### config.mk
export PLATFORM = sky130hd
export DESIGN_NAME = div_rep_sub
export DESIGN_NICKNAME = d
export VERILOG_FILES = /design/src/rtl/div_rep_sub.sv
export SDC_FILE = /design/constraint.sdc
export NUM_CORES = 1
export LEC_CHECK = 0
export ABC_AREA = 1
export BUFFER_PORTS_ARGS = -buffer_cell sky130_fd_sc_hd__buf_2
export CAP_MARGIN = 30
export CORE_AREA = 2 2 111 113
export CTS_BUF_LIST = sky130_fd_sc_hd__clkbuf_8
export CTS_CLUSTER_DIAMETER = 200
export DETAILED_ROUTE_END_ITERATION = 8
export DIE_AREA = 0 0 113 115
export GPL_TIMING_DRIVEN = 0
export SLEW_MARGIN = 20
export SYNTH_ARGS = -nofsm -noshare
export SYNTH_HDL_FRONTEND = slang
export SYNTH_SLANG_ARGS = --single-unit
### constraint.sdc
create_clock -name clk -period 2.28 [get_ports clk]
set_clock_uncertainty 0.05 [all_clocks]
set_input_delay 0.456 -clock clk [delete_from_list [all_inputs] [get_ports clk]]
set_output_delay 0.456 -clock clk [all_outputs]
set_load 0.01 [all_outputs]
### src/rtl/div_rep_sub.sv
// Unsigned repeated-subtraction divider with start/done handshake.
// Define DIV_ITER_CNT_EN to add the iter_cnt subtract-cycle counter port.
module div_rep_sub #(
    parameter int WIDTH = 16
) (
    input  logic             clk,
    input  logic             rst,
    input  logic             start,
    input  logic [WIDTH-1:0] dividend,
    input  logic [WIDTH-1:0] divisor,
    output logic [WIDTH-1:0] quotient,
    output logic [WIDTH-1:0] remainder,
    output logic             busy,
    output logic             done,
    output logic             div_by_zero
`ifdef DIV_ITER_CNT_EN
    ,
    output logic [WIDTH-1:0] iter_cnt
`endif
);

    typedef enum logic [1:0] {
        IDLE = 2'd0,
        SUB  = 2'd1,
        DONE = 2'd2
    } state_t;

    state_t           state;
    logic [WIDTH-1:0] rem_r;
    logic [WIDTH-1:0] div_r;
    logic [WIDTH-1:0] quo_r;
    logic             sub_ok;

    assign sub_ok = (rem_r >= div_r);

    always_ff @(posedge clk) begin
        if (rst) begin
            state       <= IDLE;
            rem_r       <= '0;
            div_r       <= '0;
            quo_r       <= '0;
            quotient    <= '0;
            remainder   <= '0;
            busy        <= 1'b0;
            done        <= 1'b0;
            div_by_zero <= 1'b0;
        end else begin
            unique case (state)
                IDLE: begin
                    if (start) begin
                        rem_r       <= dividend;
                        div_r       <= divisor;
                        quo_r       <= '0;
                        busy        <= 1'b1;
                        div_by_zero <= (divisor == '0);
                        // Zero divisor skips SUB and reports all-ones quotient
                        if (divisor == '0) begin
                            state     <= DONE;
                            done      <= 1'b1;
                            quotient  <= '1;
                            remainder <= dividend;
                        end else begin
                            state <= SUB;
                        end
                    end
                end
                SUB: begin
                    if (sub_ok) begin
                        rem_r <= rem_r - div_r;
                        quo_r <= quo_r + WIDTH'(1);
                    end else begin
                        state     <= DONE;
                        done      <= 1'b1;
                        quotient  <= quo_r;
                        remainder <= rem_r;
                    end
                end
                DONE: begin
                    state <= IDLE;
                    done  <= 1'b0;
                    busy  <= 1'b0;
                end
                default: begin
                    state <= IDLE;
                    done  <= 1'b0;
                    busy  <= 1'b0;
                end
            endcase
        end
    end

`ifdef DIV_ITER_CNT_EN
    always_ff @(posedge clk) begin
        if (rst) begin
            iter_cnt <= '0;
        end else if (state == IDLE && start) begin
            iter_cnt <= '0;
        end else if (state == SUB) begin
            iter_cnt <= iter_cnt + WIDTH'(1);
        end
    end
`endif

endmodule

# Word-level counts from Yosys, hierarchy flattened
# Index checks and enable logic that the tools add are counted.
# totals
elab_cells	51
in_bits	35
register_bits	85
output_inout_bits	35
# classes
add_sub_neg	2
n_reduce_logical	9
bitwise	1
n_lt_le_gt_ge	1
n_eq_ne	5
muxes	24
# ops
op	n
two-way mux 16 bit	10
case mux 16 bit (2 select lines)	4
adder 16 x 1 -> 16 bit (second input constant)	1
greater-or-equal comparator 16 bit	1
logical NOT 16 bit	1
subtractor 16 bit	1
inequality test 2 bit (second input constant)	4
two-way mux 2 bit	3
AND reduction 2 bit	3
AND reduction 3 bit	2
two-way mux 1 bit	4
case mux 1 bit (2 select lines)	2
case mux 2 bit (2 select lines)	1
AND reduction 4 bit	1
equality test 2 x 1 -> 1 bit (second input constant)	1
logical NOT 2 bit	1
nonzero test 2 bit	1
inverter 1 bit	1

# Longest topological paths before layout
# Gate-level depths: netlist of the first run.
# depth
ltp_word	4
mapped_depth	16
depth_no_buf	15

# Worst setup path after synthesis of the first run
# Ideal clock, no wire load.
# synth_timing
path_type	register -> register
from	reg rem_r[0]
to	reg quo_r[3]
setup_slack_ps	261
arrival_time_ps	1898
setup_time_ps	71
path_stages_with_launch	16
path_buffers	2
period_less_slack_ps	2019
required_time_ps	2159
path_cell_list	dfxtp_1 -> inv_1 -> ha_1 -> inv_1 -> fa_1 -> nand2_1 -> nand2_1 -> nand3_2 -> nand3_2 -> nand2_2 -> nand2_4 -> nand2_8 -> buf_12 -> buf_12 -> nand3_2 -> a21oi_2
# synth_between
elab_chain_len	3
# synth_lines
element	line_no	rtl
start, declared	29	logic [WIDTH-1:0] rem_r;
start signal, assigned	51	rem_r <= dividend;
start signal, assigned	69	rem_r <= rem_r - div_r;
greater-or-equal comparator 16 bit	34	assign sub_ok = (rem_r >= div_r);
inequality test 2 bit (no line)	--	
AND reduction 3 bit (no line)	--	
end signal, assigned	70	quo_r <= quo_r + WIDTH'(1);
end, declared	31	logic [WIDTH-1:0] quo_r;
# No other way between the ends.
# A chain may end at the register's enable or synchronous reset.

# Worst setup path after layout of the first run
# layout_timing
from	reg rem_r[0]
to	reg quo_r[8]
# The elaborated chain is that of the path after synthesis.

==> results by group, run 1 <==
Route
  • Vias per cell: 5.09
  • Routed Antenna Nets: 0
  • WL final: 15.9 mm
  • Residual DRC count: 5
  • Routed len/inst: 15.4 um
  • First-pass DRT Iterations: 7
  • Vias: 5243
  • Drt first-iter violations: 410

Die
  • Die Area: approximately 13000 um^2
  • Starting Density: between 40 and 50%
  • I/O pin count: 70
  • Core Area: roughly 12000 um^2
  • Core Rows: 40
  • Die Span X: ~110 um
  • Die Ht: approximately 120 um

Cells and area
  • Ant. Diodes: 0
  • Layout cell share with drive strength beyond 1: 21.6%
  • Area delta synth->final: 19.0%
  • Post-route cell area: about 6200 um^2
  • Fin nets: slightly above 900

Global routing
  • Vias in the first global route: between 4000 and 5000
  • Initial antenna violation count: 0
  • Grt ovf: 0
  • Largest net degree at the start of global routing: 16
  • First-pass GRT wire length: 25.1 mm
  • Total global-route track usage: roughly 25%

Critical path
  • Startpoint class of the critical path: register
  • Arrival time worst endpoint: ~2500 ps
  • Critical path class: register to register
  • Crit Path Max Fanout: 10
  • Critical Path Sink Type: register
  • CP required: approximately 2600 ps

Power and ir drop
  • Pwr per Cell Area: just under 900 nW/um^2
  • Worst vdd ir: around 0.0005 V
  • Tot Pwr: between 5 and 6 mW
  • Leakage: 2.81 nW

Synthesis
  • Post-Synthesis Cell Area: a little over 5000 um^2
  • Syn Nets: approximately 840
  • Sequential-to-total area share from yosys stat: approximately a third
  • Synthesized netlist cell count: 785
  • Unique cell type count in the Yosys netlist: 36
  • Register bit total from synthesis: 85
  • Async SR Flop Fraction: 0%
  • Synth warnings: 0
  • Prevailing post-synth register cell: dfxtp_1
  • Mean Syn Cell Area: roughly 6.6 um^2
  • Number of synthesized flops with an enable pin: 0

Clock tree
  • CTS hold repair buffers: 0
  • TritonCTS Sinks: 85
  • Clock Pin Slew Worst Setup and Hold Paths: 100 ps
  • Total CTS buffers: 9
  • CTS H-tree depth: 3
  • Clock latency on the worst-skew pair: a little under 400 ps
  • Root Driver: clkbuf_8
  • Clock tree from TritonCTS: done
  • Clock buffer depth: 2

Timing
  • Hold Vio Cnt, Final: 0
  • Final Max Slew Viols: 0
  • Worst-Margin Slew: 726 ps
  • Min Tclk post-route: between 2000 and 2500 ps
  • # setup viols final: 0
  • Fmax achieved: between 400 and 500 MHz
  • Max_slew headroom: between 50% and 60%
  • WHS: between 200 and 300 ps
  • TNS Setup: 0 ps
  • Final worst path period share: between 90% and 100%

Place
  • Post-DP HPWL: roughly 12 mm
  • Port Buffers: ~70
  • Placed Area: 5730 um^2
  • RePlAce Congestion: between 0.8 and 0.9

Flow run
  • # Max-Cap Violations: 0

Min path
  • Hold WC Path Type: input port to register

Run status
  • Failing checks: DRC
  • Status: complete, but fails checks
## Yosys cell counts (4+ instances only)
library cell	count	area share (%)
nand3_2	22	4.2
buf_2	7	0.67
clkbuf_1	19	1.4
buf_4	7	1.0
a21oi_1	52	5.0
nand2_1	200	14
inv_1	110	7.9
nor2_1	84	6.1
dfxtp_1	85	33
nand3_1	48	4.6
nand3b_1	6	0.87
xor2_1	7	1.2
ha_1	17	4.1
nor2_2	4	0.48
a21oi_2	21	3.5
nor3_1	7	0.67
o21ai_0	55	5.3
## cells in the final DEF (no fill, tap or decap), types with 3 or more instances in the layout
cell,n
nand2_4,3
nand4_1,3
ha_2,3
or2_2,3
buf_4,19
clkbuf_1,19
nor2_2,4
dfxtp_1,84
and2_1,3
nor2_1,83
nand3_2,20
ha_4,3
o22ai_1,3
a21oi_1,52
nand2_8,3
ha_1,11
inv_1,108
nand3b_1,6
a21oi_2,20
nand3_1,48
buf_2,75
nor3_1,7
o21ai_0,54
clkbuf_8,9
xor2_1,7
buf_12,3
nand2_1,197
## cells by family (layout without fill, tap and decap cells)
kind of cell	Yosys count	after routing	synth area share [%]
adder cells (fa/ha/maj)	18	18	4.48
XOR/XNOR	8	8	1.35
AND/OR/NAND/NOR	390	390	34.4
flip-flops	85	85	32.7
buffers and inverters	150	248	12.4
AO/OA/AOI/OAI	134	134	14.6
## layer usage
layer  routed length (um)  GRT usage (%)  vias up
met5                    0              0        -
li1                     -              -     2667
met3                  924           3.64       26
met4                  305           8.54        0
met1                 7770           35.1     2361
met2                 6870           39.0      189
## final cells by class
type                            instances  area, um^2
Buffer                                 37         226
Clock buffer                            9         124
Clock inverter                          6        71.3
Fill cell                            1204        5630
Inverter                              112         430
Multi-Input combinational cell        550        2970
Sequential cell                        85        1700
Tap cell                              147         184
Timing Repair Buffer                   84         478
## flip-flops by register name, summed over array words and instances, names as in the netlist
register     count
div_r           16
quo_r           16
quotient        16
rem_r           16
remainder       16
state            2
busy             1
div_by_zero      1
done             1
## path summary, 6_finish.rpt
path                startpoint      endpoint  slack (ps)  cells past startpoint
setup / recovery      rem_r[0]      quo_r[8]          80                     15
hold / removal      divisor[1]      div_r[1]         280                      3
setup reg to reg      rem_r[0]      quo_r[8]          80                     15
hold reg to reg   quotient[10]  quotient[10]         400                      2
## per-stage QoR
step / setup WS [ps] / std cells / util (%)
2_1_floorplan: 261 / 785 / -
3_3_place_gp: -104 / 1001 / 48.5
3_5_place_dp: -194 / 1001 / 48.5
4_1_cts: 8.76 / 1023 / 51.2
5_1_grt: -33.8 / 1030 / 52.4
6_report: 75.2 / 1030 / 52.4
## power by group
group | total [mW] | internal [mW] | switching (mW)
combinational | 2.54 | 0.960 | 1.58
clock | 1.13 | 0.510 | 0.625
sequential | 1.81 | 1.68 | 0.125
total | 5.48 | 3.15 | 2.33
## worst max-delay path, stage by stage, from the launching register on
cell and delay (ps):
dfxtp_2 340, inv_4 70, ha_4 130, inv_2 40, fa_2 350, nand2_2 100, nand2_4 70, nand3_4 100
nand3_4 90, nand2_4 110, nand2_8 80, nand2_8 100, buf_12 140, buf_12 140, nand3_2 70, a21oi_2 140
## repair_timing
item | in CTS | in global routing
gates resized for setup | 16 | 19
setup endpoints to repair | 67 | 65
cloned | 1 | 0
setup buffers | 6 | 8
pin swaps | 5 | 12
Power figures use the tool's default switching activity.
==> run 2, diff against run 1 <==
- CORE_AREA: 2 2 111 113 -> 2 2 85 148
- DIE_AREA: 0 0 113 115 -> 0 0 87 150
- PLACE_DENSITY: default -> 0.66
- clock period: 2.28 -> 1.9 ns (I/O delays scaled with it)
==> run 2 against run 1 <==
  * The run ends with setup timing left
  * Non-clock buffer count rose by 9
  * Utilization rose by 3.2 points
  * Sequential power rose by 21%
  * Flip-flop and latch count did not move
  * Wire length rose by 8.9%
  * First-iteration DRC count fell by 19%
  * Largest power group unchanged
  * Critical endpoint is now remainder[7]
  * Final cell count did not move
  * Clock power rose by 14%
  * Count of clock-buffer cells in the layout rose by 1
  * Critical path type unchanged
  * Power rose by 26%
  * Critical path depth fell by 2
==> results by group, run 2 (synthesis results as in run 1) <==
Run status
  • Status: complete, but fails checks
  • Failing checks: setup timing

Timing
  • WHS: 206 ps (-71.7 ps)
  • Min Tclk post-route: 2170 ps (-38.6 ps)
  • Hold Vio Cnt, Final: 0 (unchanged)
  • # setup viols final: 67 (+67)
  • Final WS setup: -266 ps (-341 ps)
  • Final worst path period share: 114% (+17 points)
  • TNS Setup: -13530 ps (-13530 ps)
  • Final Max Slew Viols: 0 (unchanged)
  • Fmax achieved: 462 MHz (+1.8%)
  • RSZ-0062 raised after global routing: yes
  • Max_slew headroom: 50.4% (-1.2 points)
  • Worst-Margin Slew: 744 ps (+17.3 ps)

Critical path
  • Crit Path Max Fanout: 7 (-3)
  • FF-to-FF Start: div_r[9]
  • Flop2flop setup slack: -270 ps (-340 ps)
  • R2R depth: 13 (-2)
  • CP required: 2170 ps (-380 ps)
  • Reg2Reg Capture Point: remainder[7]
  • Arrival time worst endpoint: 2430 ps (-40 ps)
  • Crit-path slowest cell: dfxtp_1
  • Startpoint class of the critical path: register
  • Critical Path Sink Type: register
  • Cell-by-cell trace of the critical path: inv_1 > ha_4 > nand2_1 > nand2_1 > a21oi_2 > nor2_4 > nor2_4 > nand2_4 > nand2_8 > buf_12 > clkbuf_16 > nand3_2 > a21oi_2
  • Critical path class: register to register
  • Worst path max stage delay: 310 ps (-40 ps)

Cells and area
  • Fin cells: 1030 (unchanged)
  • Commonest non-fill, non-tap cell in the layout: nand2_1
  • Fin nets: 941 (+0.97%)
  • Ant. Diodes: 0 (unchanged)
  • Commonest non-fill, non-tap cells in the layout: nand2_1, inv_1, dfxtp_1, nor2_1, buf_2
  • Layout cell share with drive strength beyond 1: 27.2% (+5.6 points)
  • Post-route cell area: 6600 um^2 (+6.7%)
  • Area delta synth->final: 26.9%

Place
  • Worst slack, placed: -266 ps (-72.9 ps)
  • Post-DP HPWL: 12.5 mm (+3.1%)
  • Inst Count DP: 991 (-1.0%)
  • Port Buffers: 69 (unchanged)
  • Placed Area: 5750 um^2 (+0.48%)
  • RePlAce Congestion: 0.914 (+1.8%)

Route
  • Top sig layer: met4
  • Vias: 5435 (+3.7%)
  • Routed Antenna Nets: 0 (unchanged)
  • DRT met1 WL: 5.96 mm (-23%)
  • Met2 wire len: 9.26 mm (+35%)
  • Vias per cell: 5.28 (+3.7%)
  • WL final: 17.3 mm (+8.9%)
  • Metal3 WL: 683 um (-26%)
  • Drt first-iter violations: 333 (-19%)
  • First-pass DRT Iterations: 6 (-1)
  • Residual DRC count: 0 (-5)
  • Routed len/inst: 16.8 um (+8.9%)

Die
  • Die Ht: 150 um (+30%)
  • Core Area: 11900 um^2 (+0.50%)
  • Die Area: 13100 um^2 (+0.42%)
  • Core Rows: 53 (+33%)
  • Starting Density: 43.8% (-0.22 points)
  • Die Span X: 87 um (-23%)
  • I/O pin count: 70 (unchanged)

Min path
  • Hold depth: 3 (unchanged)
  • Worst hold endpoint: div_r[4]
  • Hold WC Path Type: input port to register
  • Hold Crit Start: divisor[4]

Clock tree
  • TritonCTS Sinks: 85 (unchanged)
  • Clock latency on the worst-skew pair: 380 ps (about the same)
  • Root Driver: clkbuf_8
  • Total CTS buffers: 9 (unchanged)
  • CTS hold repair buffers: 0 (unchanged)
  • Clock buffer depth: 2 (unchanged)
  • Clock tree from TritonCTS: done
  • Clock Pin Slew Worst Setup and Hold Paths: 90 ps (about the same)
  • CTS H-tree depth: 3 (unchanged)

Global routing
  • Initial antenna violation count: 0 (unchanged)
  • Largest net degree at the start of global routing: 17 (+1)
  • Vias in the first global route: 5216 (+6.3%)
  • Total global-route track usage: 26.7% (+1.8 points)
  • First-pass GRT wire length: 26.0 mm (+3.7%)
  • Grt ovf: 0 (unchanged)

Flow run
  • # Max-Cap Violations: 0 (unchanged)

Power and ir drop
  • Worst vdd ir: 0.000475 V (-2.2%)
  • Leakage: 2.93 nW (+4.2%)
  • Pwr per Cell Area: 1050 nW/um^2 (+18%)
==> run 2: cell count changes in the layout (fill, tap and decap cells not counted), sizes merged <==
cell / before / now
buf: 100 / 108
clkbuf: 30 / 32
bufinv: 1 / 0
clkinv: 1 / 2
==> run 2: final cells by class <==
class	instances	area, um^2
Buffer	38	282
Clock buffer	10	138
Sequential cell	85	1700
Multi-Input combinational cell	550	3160
Fill cell	1206	5280
Timing Repair Buffer	92	651
Inverter	112	435
Clock inverter	6	52.6
Tap cell	137	171
==> run 2: worst max path at each step <==
| stage | from | to | slack, ps | cells after the start |
|---|---|---|---|---|
| floorplan | rem_r[0] | quo_r[3] | -30 | 15 |
| global placement | rem_r[0] | rem_r[10] | -250 | 15 |
| detailed placement | rem_r[0] | rem_r[8] | -270 | 15 |
| CTS | div_r[0] | remainder[6] | -200 | 14 |
| global route | rem_r[0] | quo_r[9] | -360 | 15 |
| finish | div_r[9] | remainder[7] | -270 | 13 |
==> run 2: through the flow <==
step / util (%) / power (mW)
floorplan: - / 4.17
global placement: 48.5 / 4.91
detailed placement: 48.5 / 4.93
CTS: 53.3 / 6.61
global route: 55.6 / 7.36
finish: 55.6 / 6.90
==> run 2: per-layer routing <==
layer,up-vias,GRT usage (%)
li1,2686,-
met1,2507,26.7
met2,173,47.8
met3,69,3.47
met4,0,21.4
met5,-,0
==> run 2: worst max-delay path, delay by kind of cell, from the launching register on <==
kind,cells,cell delay (ps)
flops,1,310
fa+ha+maj,1,240
compound gates,2,410
buf+inv,3,450
simple gates,7,640
==> run 2: where the power goes <==
group	internal, mW	switching [mW]
Sequential	2.02	0.166
Combinational	1.37	2.05
Clock	0.532	0.763
==> run 2: what timing repair did <==
action / CTS / global route
setup buffers: 11 / 4
endpoints found under the setup margin: 79 / 69
pin swaps: 10 / 10
resized for setup: 45 / 55
cloned: 5 / 3
==> run 3, diff against run 2 <==
- REMOVE_ABC_BUFFERS: default -> 1
==> run 3 against run 2 <==
  * Wire length down 9.5%
  * Global-route usage down 2.8 points
  * First-iteration DRC count down 29%
  * Critical path depth up 1
  * The flow still finishes with violations (setup timing)
  * Sequential power about the same
  * Utilization up 0.80 points
  * Critical endpoint is now rem_r[15]
==> results by group, run 3 (synthesis results as in run 1) <==
Timing
  • Min Tclk post-route: 2140 ps (-31.0 ps)
  • WHS: 199 ps (-7.41 ps)
  • Max_slew headroom: 64.0% (+14 points)
  • # setup viols final: 67 (unchanged)
  • TNS Setup: -11740 ps (+1790 ps)
  • Worst-Margin Slew: 540 ps (-204 ps)
  • RSZ-0062 raised after global routing: yes
  • Final WS setup: -235 ps (+31.0 ps)
  • Fmax achieved: 468 MHz (+1.5%)
  • Final worst path period share: 112% (-1.6 points)
  • Final Max Slew Viols: 0 (unchanged)
  • Hold Vio Cnt, Final: 0 (unchanged)

Critical path
  • Startpoint class of the critical path: register
  • Arrival time worst endpoint: 2350 ps (-80 ps)
  • Critical path class: register to register
  • Cell-by-cell trace of the critical path: inv_2 > ha_4 > inv_4 > fa_2 > nand2_2 > nand2_2 > nand3_4 > nand3_4 > nand2_4 > nand2_8 > nand2_8 > nand3_1 > nand2_1 > nor2_1
  • Worst path max stage delay: 340 ps (+30 ps)
  • Critical Path Sink Type: register
  • Crit-path slowest cell: fa_2
  • CP required: 2120 ps (-50 ps)
  • Worst setup path startpoint: rem_r[0]
  • FF-to-FF Start: rem_r[0]
  • Crit Path Max Fanout: 25 (+18)

Global routing
  • Initial antenna violation count: 0 (unchanged)
  • Vias in the first global route: 4905 (-6.0%)
  • Grt ovf: 0 (unchanged)
  • First-pass GRT wire length: 24.1 mm (-7.5%)
  • Total global-route track usage: 23.9% (-2.8 points)
  • Largest net degree at the start of global routing: 35 (+18)

Clock tree
  • Total CTS buffers: 9 (unchanged)
  • Clock latency on the worst-skew pair: 370 ps (about the same)
  • Clock tree from TritonCTS: done
  • Clock Pin Slew Worst Setup and Hold Paths: 80 ps (about the same)
  • Clock buffer depth: 2 (unchanged)
  • Root Driver: clkbuf_8
  • CTS H-tree depth: 3 (unchanged)
  • TritonCTS Sinks: 85 (unchanged)

Die
  • Core Area: 11900 um^2 (unchanged)
  • Core Rows: 53 (unchanged)
  • Die Ht: 150 um (unchanged)
  • I/O pin count: 70 (unchanged)
  • Starting Density: 43.8% (unchanged)
  • Die Span X: 87 um (unchanged)
  • Die Area: 13100 um^2 (unchanged)

Cells and area
  • Core Util, Final: 56.4% (+0.80 points)
  • Area delta synth->final: 28.7%
  • Fin nets: 920 (-2.2%)
  • Layout cell share with drive strength beyond 1: 30.4% (+3.2 points)
  • Layout fillers: 1136 (-5.8%)
  • Commonest non-fill, non-tap cells in the layout: nand2_1, inv_1, dfxtp_1, buf_2, nor2_1
  • Commonest non-fill, non-tap cell in the layout: nand2_1
  • Ant. Diodes: 0 (unchanged)
  • Fin cells: 1008 (-2.1%)

Power and ir drop
  • Sequential share of power: 31.4% (-0.3 points)
  • Leakage: 2.90 nW (-0.82%)
  • Logic pwr share: 51.1% (+1.5 points)
  • Pwr per Cell Area: 1040 nW/um^2 (-0.78%)
  • Switching share of power: 44.0% (+0.84 points)
  • Clock power frac: 17.5% (-1.3 points)
  • Internal Pwr Total: 3.89 mW (-0.84%)
  • Psw: 3.06 mW (+2.6%)
  • Tot Pwr: 6.95 mW (+0.65%)
  • Worst vdd ir: 0.000476 V (+0.14%)

Place
  • Post-DP HPWL: 9.33 mm (-26%)
  • Inst Count DP: 958 (-3.3%)
  • Port Buffers: 69 (unchanged)
  • RePlAce Congestion: 0.909 (-0.47%)

Route
  • Drt first-iter violations: 237 (-29%)
  • Routed len/inst: 15.5 um (-7.5%)
  • First-pass DRT Iterations: 5 (-1)
  • WL final: 15.6 mm (-9.5%)
  • Residual DRC count: 0 (unchanged)
  • Vias: 5341 (-1.7%)
  • Vias per cell: 5.30 (+0.42%)
  • Routed Antenna Nets: 0 (unchanged)

Flow run
  • # Max-Cap Violations: 0 (unchanged)

Run status
  • Status: complete, but fails checks
  • Failing checks: setup timing

Min path
  • Hold Crit Start: divisor[0]
  • Hold WC Path Type: input port to register
-- run 3: critical path, delay by kind of cell (launching register included) --
kind / cells / cell delay (ps)
adder cells (fa/ha/maj): 2 / 470
flip-flops: 1 / 330
AND/OR/NAND/NOR: 10 / 1070
buffers and inverters: 2 / 100
-- run 3: through the flow --
| step | worst slack (ps) | instance area, um^2 |
|---|---|---|
| 2_1_floorplan | -1930 | 4970 |
| 3_3_place_gp | -4310 | 5490 |
| 3_5_place_dp | -1120 | 5610 |
| 4_1_cts | -246 | 6250 |
| 5_1_grt | -308 | 6690 |
| 6_report | -235 | 6690 |
-- run 3: worst paths after layout --
kind                                    end  slack, ps  depth (start not counted)
worst max-delay path              rem_r[15]       -240                         14
worst min-delay path               div_r[0]        200                          3
worst max register to register    rem_r[15]       -240                         14
worst min register to register  quotient[5]        400                          2
-- run 3: layout make-up --
cell class | count | area (um^2) | share of cell area, %
timing repair inverter | 3 | 43.8 | 0.655
timing repair buffer | 94 | 638 | 9.54
clock buffer | 11 | 151 | 2.26
multi-input combinational | 562 | 3520 | 52.6
sequential | 85 | 1710 | 25.5
clock inverter | 4 | 25.0 | 0.374
inverter | 112 | 438 | 6.55
tap | 137 | 171 | 2.56
-- run 3: power by group through the flow --
stage | Clock, mW | Combinational [mW] | Sequential, mW
floorplan | 0 | 1.78 | 2.21
global placement | 0 | 2.46 | 2.17
detailed placement | 0 | 2.53 | 2.18
CTS | 1.24 | 3.11 | 2.15
global route | 1.29 | 3.89 | 2.20
finish | 1.22 | 3.55 | 2.18
-- run 3: timing repair --
action                                  CTS  global route
hold buffers                              0             0
resized for setup                        66            70
gates cloned                             13             2
pin swaps                                27            20
setup buffers                            10            10
endpoints found under the setup margin   80            72
-- run 3: per-layer routing --
layer	vias up	GRT usage [%]	part of all wire, %
li1	2666	-	-
met1	2530	26.0	38
met2	108	44.2	55
met3	37	2.70	3.2
met4	0	11.9	4.1
met5	-	0	0
